**config.mk**
```make
export PLATFORM = sky130hd
export DESIGN_NAME = nvm_spike_scheduler
export DESIGN_NICKNAME = d
export VERILOG_FILES = /design/src/rtl/nvm_spike_scheduler.sv
export SDC_FILE = /design/constraint.sdc
export NUM_CORES = 1
export LEC_CHECK = 0
export ABC_AREA = 1
export ABC_CLOCK_PERIOD_IN_PS = 3600
export BUFFER_PORTS_ARGS = -buffer_cell sky130_fd_sc_hd__buf_2
export CAP_MARGIN = 20
export CORE_MARGIN = 2
export CORE_UTILIZATION = 50
export CTS_CLUSTER_SIZE = 14
export DETAILED_ROUTE_END_ITERATION = 10
export HOLD_SLACK_MARGIN = 0.05
export MAX_ROUTING_LAYER = met4
export PLACE_DENSITY = 0.79
export RECOVER_POWER = 100
export SYNTH_ARGS = -nofsm -noshare
export SYNTH_HDL_FRONTEND = slang
export SYNTH_SLANG_ARGS = --single-unit
```
**constraint.sdc**
```tcl
create_clock -name wb_clk_i -period 3.6 [get_ports wb_clk_i]
set_input_delay 0.72 -clock wb_clk_i [delete_from_list [all_inputs] [get_ports wb_clk_i]]
set_output_delay 0.72 -clock wb_clk_i [all_outputs]
set_load 0.005 [all_outputs]
```
**src/rtl/nvm_spike_scheduler.sv**
```systemverilog
// Wishbone master that expands queued input-spike events into synapse reads for the NVM neuron core.
// Optional ack timeout: define NVM_SCHED_TIMEOUT_EN to abandon unacknowledged accesses after ACK_TIMEOUT cycles.
//
// state | meaning
// IDLE  | waiting for a queued event; pops and starts the column sweep
// SYN   | synapse-matrix read for (row, col) in flight
// GAP   | one bus-idle cycle between accesses; picks the next access
// DONE  | picture-done write in flight
// SPK   | spike-out read in flight
// OUT   | frame result offered on spike_valid_o until consumed

module nvm_spike_scheduler #(
  parameter int          FIFO_DEPTH  = 8,
  parameter int          NUM_COLS    = 32,
  parameter logic [31:0] SYN_ADDR    = 32'h3000_0000,
  parameter logic [31:0] DONE_ADDR   = 32'h3000_1000,
  parameter logic [31:0] SPIKE_ADDR  = 32'h3000_2000,
  parameter int          ACK_TIMEOUT = 255
) (
  input  logic        wb_clk_i,
  input  logic        wb_rst_i,
  input  logic        evt_valid_i,
  output logic        evt_ready_o,
  input  logic [4:0]  evt_row_i,
  input  logic        evt_last_i,
  input  logic [15:0] stim_i,
  output logic        m_cyc_o,
  output logic        m_stb_o,
  output logic        m_we_o,
  output logic [3:0]  m_sel_o,
  output logic [31:0] m_adr_o,
  output logic [31:0] m_dat_o,
  input  logic [31:0] m_dat_i,
  input  logic        m_ack_i,
  output logic        spike_valid_o,
  output logic [3:0]  spike_o,
  input  logic        spike_ready_i,
  output logic        busy_o,
  output logic        err_timeout_o
);

  localparam int         AW       = $clog2(FIFO_DEPTH);
  localparam logic [AW:0] CNT_FULL = (AW+1)'(FIFO_DEPTH);
  localparam logic [4:0] LAST_COL = 5'(NUM_COLS - 1);

  typedef enum logic [2:0] {
    S_IDLE,
    S_SYN,
    S_GAP,
    S_DONE,
    S_SPK,
    S_OUT
  } state_t;

  state_t state;

  // event queue of {last, row}
  logic [5:0]    mem [FIFO_DEPTH];
  logic [AW-1:0] wr_ptr;
  logic [AW-1:0] rd_ptr;
  logic [AW:0]   fifo_cnt;
  logic          fifo_full;
  logic          fifo_empty;
  logic          push;
  logic          pop;
  logic [4:0]    head_row;
  logic          head_last;

  assign fifo_full   = (fifo_cnt == CNT_FULL);
  assign fifo_empty  = (fifo_cnt == '0);
  assign evt_ready_o = !fifo_full;
  assign push        = evt_valid_i && !fifo_full;
  assign pop         = (state == S_IDLE) && !fifo_empty;
  assign head_row    = mem[rd_ptr][4:0];
  assign head_last   = mem[rd_ptr][5];

  always_ff @(posedge wb_clk_i) begin
    if (push) mem[wr_ptr] <= {evt_last_i, evt_row_i};
  end

  always_ff @(posedge wb_clk_i or posedge wb_rst_i) begin
    if (wb_rst_i) begin
      wr_ptr   <= '0;
      rd_ptr   <= '0;
      fifo_cnt <= '0;
    end else begin
      if (push) wr_ptr <= wr_ptr + 1'b1;
      if (pop)  rd_ptr <= rd_ptr + 1'b1;
      case ({push, pop})
        2'b10:   fifo_cnt <= fifo_cnt + 1'b1;
        2'b01:   fifo_cnt <= fifo_cnt - 1'b1;
        default: fifo_cnt <= fifo_cnt;
      endcase
    end
  end

  logic in_access;
  logic tmo_hit;

  assign in_access = (state == S_SYN) || (state == S_DONE) || (state == S_SPK);

`ifdef NVM_SCHED_TIMEOUT_EN
  logic [7:0] tmo_cnt;
  logic       err_q;

  // counter sits at zero outside an access, so every access entry starts from zero
  assign tmo_hit = in_access && !m_ack_i && (tmo_cnt == 8'(ACK_TIMEOUT - 1));

  always_ff @(posedge wb_clk_i or posedge wb_rst_i) begin
    if (wb_rst_i) begin
      tmo_cnt <= '0;
      err_q   <= 1'b0;
    end else begin
      tmo_cnt <= (in_access && !tmo_hit) ? tmo_cnt + 8'd1 : 8'd0;
      if (tmo_hit) err_q <= 1'b1;
    end
  end

  assign err_timeout_o = err_q;
`else
  assign tmo_hit       = 1'b0;
  assign err_timeout_o = 1'b0;
`endif

  logic unused_ok;
  assign unused_ok = ^{m_dat_i[31:4], ACK_TIMEOUT[7:0]};

  logic [4:0]  row_q;
  logic [4:0]  col_q;
  logic        last_q;
  logic        after_done;
  logic        acc_end;

  assign acc_end = m_ack_i || tmo_hit;
  assign m_sel_o = 4'hF;
  assign busy_o  = (state != S_IDLE) || !fifo_empty;

  always_ff @(posedge wb_clk_i or posedge wb_rst_i) begin
    if (wb_rst_i) begin
      state         <= S_IDLE;
      row_q         <= '0;
      col_q         <= '0;
      last_q        <= 1'b0;
      after_done    <= 1'b0;
      m_cyc_o       <= 1'b0;
      m_stb_o       <= 1'b0;
      m_we_o        <= 1'b0;
      m_adr_o       <= '0;
      m_dat_o       <= '0;
      spike_valid_o <= 1'b0;
      spike_o       <= '0;
    end else begin
      case (state)
        S_IDLE: begin
          if (!fifo_empty) begin
            row_q      <= head_row;
            last_q     <= head_last;
            col_q      <= '0;
            after_done <= 1'b0;
            m_cyc_o    <= 1'b1;
            m_stb_o    <= 1'b1;
            m_we_o     <= 1'b0;
            m_adr_o    <= SYN_ADDR;
            m_dat_o    <= {2'b00, head_row, 5'd0, 4'b0000, stim_i};
            state      <= S_SYN;
          end
        end
        S_SYN, S_DONE: begin
          if (acc_end) begin
            after_done <= (state == S_DONE);
            m_cyc_o    <= 1'b0;
            m_stb_o    <= 1'b0;
            m_we_o     <= 1'b0;
            m_adr_o    <= '0;
            m_dat_o    <= '0;
            state      <= S_GAP;
          end
        end
        S_GAP: begin
          if (after_done) begin
            m_cyc_o <= 1'b1;
            m_stb_o <= 1'b1;
            m_we_o  <= 1'b0;
            m_adr_o <= SPIKE_ADDR;
            m_dat_o <= '0;
            state   <= S_SPK;
          end else if (col_q < LAST_COL) begin
            col_q   <= col_q + 5'd1;
            m_cyc_o <= 1'b1;
            m_stb_o <= 1'b1;
            m_we_o  <= 1'b0;
            m_adr_o <= SYN_ADDR;
            m_dat_o <= {2'b00, row_q, col_q + 5'd1, 4'b0000, stim_i};
            state   <= S_SYN;
          end else if (last_q) begin
            m_cyc_o <= 1'b1;
            m_stb_o <= 1'b1;
            m_we_o  <= 1'b1;
            m_adr_o <= DONE_ADDR;
            m_dat_o <= '0;
            state   <= S_DONE;
          end else begin
            state <= S_IDLE;
          end
        end
        S_SPK: begin
          if (acc_end) begin
            // an abandoned spike read reports no spikes
            spike_o       <= tmo_hit ? 4'h0 : m_dat_i[3:0];
            spike_valid_o <= 1'b1;
            m_cyc_o       <= 1'b0;
            m_stb_o       <= 1'b0;
            m_adr_o       <= '0;
            state         <= S_OUT;
          end
        end
        S_OUT: begin
          if (spike_ready_i) begin
            spike_valid_o <= 1'b0;
            state         <= S_IDLE;
          end
        end
        default: state <= S_IDLE;
      endcase
    end
  end

endmodule

```
==> results by group <==
Route
  – DRC: 0
  – First-pass DRT Iterations: 5
  – Antenna Nets Post-Route: 0
  – Met2 wire length: 5.06 mm
  – Detailed-route via count: 3676
  – WL per Instance: 12.8 um
  – Final wirelength: 9.75 mm
  – WL met3: 479 um
  – Drt via density: 4.82
  – Initial DRC count: 193
  – Top Metal Used: met4
  – M1 wire length: 4.16 mm

Timing
  – Worst slew margin: 47.9%
  – Fin crit share: 76.4%
  – Fmax: 364 MHz
  – Slew Viols, Final: 0
  – RSZ-0062 raised after global routing: no
  – Clk_skew: 13.3 ps
  – Final Hold Fails: 0
  – Fin crit period: 2750 ps
  – Final setup TNS: 0 ps
  – Worst-margin pin slew: 782 ps
  – Final setup viols: 0

Yosys
  – Sequential cell area fraction in the yosys report: 57.2%
  – Post-Synthesis Cells: 554
  – Netlist cell types: 31
  – Cell accounting for the most synthesized area: dfrtp_1
  – Area contributors post-synth: dfrtp_1 29%, edfxtp_1 28%, nand2_1 13%
  – Mapped Avg Cell Area: 9.37 um^2
  – Yosys reg bits: 109
  – Share of the synthesized area in the top cell type: 29.4%
  – Async set-reset flop share out of synthesis: 56.0%
  – Post-synth EDFFs: 48
  – Cell Area, Synth: 5190 um^2
  – Ys flop type: dfrtp_1
  – Syn. warnings: 0

Pwr
  – VDD IR-drop max: 0.329 mV
  – Int Power: 0.00251 W
  – Final Power: 0.00432 W
  – Clk pwr share: 16.4%
  – Sw power: 0.00180 W
  – Comb power frac: 39.5%
  – P_leak: 2.77 nW
  – Sequential share of power: 44.1%
  – Pwr Density: 772 nW/um^2
  – Sw frac: 41.8%

Floorplan
  – Die extent in y: 106 um
  – Full die area: 11200 um^2
  – Die X-Extent: 106 um
  – FP Rows: 37
  – Core Region: 10200 um^2
  – Starting Density: 50.9%
  – I/O pin count: 138

Clock tree
  – Sink Count: 109
  – Clock Path Buffers: 2
  – Post-cts gate resize count: 0
  – CTS root buf: clkbuf_8
  – Worst-skew pair later-pin latency: 370 ps
  – CTS buffer count: 9
  – TritonCTS clock tree: done
  – Worst-path clk slew: 110 ps
  – Post-CTS Setup Inserts: 0
  – H-tree levels: 3
  – Hold Buf Count CTS: 0

Placement
  – Input/output buffers: 70
  – GPL Wtd Cong: 0.824
  – Placed cell area: 5470 um^2
  – Post-DP HPWL: 7.16 mm

Worst hold path
  – Hold WC Path Type: in -> async

Global routing
  – GRT overflow: 0
  – Initial antenna violation count: 0
  – Vias in the first global route: 3520
  – Gr usage total: 18.7%
  – First-pass GRT wire length: 16.2 mm
  – Largest net degree at the start of global routing: 48

Final layout
  – Ant diodes: 0
  – Layout area overhead: 7.74%
  – Final nets: 687
  – Final Cell Area: 5590 um^2
  – Fraction of layout instances using a drive strength above 1: 12.9%

Setup path
  – CP cell instances: nor2_1 -> nand2_1 -> nor2_1 -> clkbuf_1 -> ha_1 -> xor2_1 -> ha_1 -> a21oi_1 -> xor2_1 -> o21ai_0
  – Crit path largest cell delay: 560 ps
  – Crit-path leading delay family: buffers and inverters
  – Crit Path Class: reg -> reg
  – Worst Path Buf+Inv: 1
  – Critical Path Sink Type: flip-flop
  – Crit path max fanout: 14
  – CP Data Arrival Time: 3050 ps
  – Critical Path RT: 3900 ps
  – Slowest CP cell: clkbuf_1
  – Startpoint types: flip-flop

Run status
  – Status: completed

Run
  – Max-Cap Viols: 0
==> placed cells by master, fill, tap and decap left out, drive strengths merged, types with 30 or more instances in the layout <==
cell    count
o21ai      30
edfxtp     48
dfrtp      61
nand2     187
clkbuf     31
inv        60
nor2       33
buf        52
nand3      50
conb       39
==> cell usage after synthesis, types with 5 or more instances <==
cell	instances
ha_1	6
nand2_1	185
dfrtp_1	61
buf_6	5
o21ai_2	13
nor2_1	28
buf_4	42
inv_1	54
xor2_1	8
edfxtp_1	48
o21ai_0	13
nand3_1	49
==> path summary, 6_finish.rpt <==
check	from	to	slack (ps)	cells after the start
min in group wb_clk_i	m_adr_o[13]$_DFFE_PP0P_	m_adr_o[13]$_DFFE_PP0P_	480	2
worst min-delay path	wb_rst_i	wr_ptr[2]$_DFFE_PP0P_	230	2
worst max register to register	state[1]$_DFFE_PP0P_	fifo_cnt[2]$_DFFE_PP0P_	850	10
max in group asynchronous	wb_rst_i	m_dat_o[12]$_DFFE_PP0P_	2110	4
worst min register to register	m_adr_o[13]$_DFFE_PP0P_	m_adr_o[13]$_DFFE_PP0P_	480	2
worst max-delay path	state[1]$_DFFE_PP0P_	fifo_cnt[2]$_DFFE_PP0P_	850	10
==> sequential cells by signal (all words and copies together), names as in the netlist <==
| name | count |
|---|---|
| after_done | 1 |
| mem | 48 |
| m_dat_o | 26 |
| rd_ptr | 3 |
| col_q | 5 |
| m_adr_o | 3 |
| row_q | 5 |
| fifo_cnt | 4 |
| spike_o | 4 |
| last_q | 1 |
| m_stb_o | 1 |
| m_we_o | 1 |
| wr_ptr | 3 |
| state | 3 |
| spike_valid_o | 1 |
==> per-layer routing <==
| metal | up-vias | track usage (%) |
|---|---|---|
| li1 | 1824 | - |
| met1 | 1728 | 22.9 |
| met2 | 117 | 32.4 |
| met3 | 7 | 3.22 |
| met4 | 0 | 4.98 |
| met5 | - | - |
==> worst reg2reg max path, cell delays in order (launching register included) <==
cell and delay, ps:
dfrtp_1 470, nor2_1 260, nand2_1 110, nor2_1 110, clkbuf_1 560, ha_1 370, xor2_1 260, ha_1 190
a21oi_1 50, xor2_1 170, o21ai_0 150
==> cells by family after synthesis <==
logic type,synth area share [%]
and+or+nand+nor,22.4
muxes,0.868
buffers and inverters,11.8
other,0.145
DFF,57.2
xor gates and xnor gates,1.52
AOI/OAI and AO/OA,4.65
adders and majority gates,1.45
==> power by group through the flow <==
stage / Combinational (W) / Sequential [W] / Clock [W]
floorplan: 0.00144 / 0.00189 / 0
global placement: 0.00175 / 0.00190 / 0
detailed placement: 0.00183 / 0.00192 / 0
CTS: 0.00184 / 0.00190 / 0.000725
global route: 0.00197 / 0.00194 / 0.000769
finish: 0.00171 / 0.00190 / 0.000707
==> metrics by stage <==
step / std cells / hold WS, ps / util, % / setup slack [ps]
2_1_floorplan: 591 / 449 / - / 1370
3_3_place_gp: 746 / 450 / 53.7 / 1440
4_1_cts: 762 / 483 / 55.5 / 1290
5_1_grt: 763 / 220 / 54.9 / 583
3_5_place_dp: 746 / 458 / 53.7 / 1350
6_report: 763 / 227 / 54.9 / 849
==> layout make-up <==
class | count | area (um^2)
clock buffer | 9 | 124
clock inverter | 7 | 65.1
fill | 948 | 4590
inverter | 56 | 210
multi-input combinational | 372 | 1690
sequential | 109 | 2970
tap | 136 | 170
timing repair buffer | 74 | 360
Note: power is estimated with default switching activity, not from simulation.
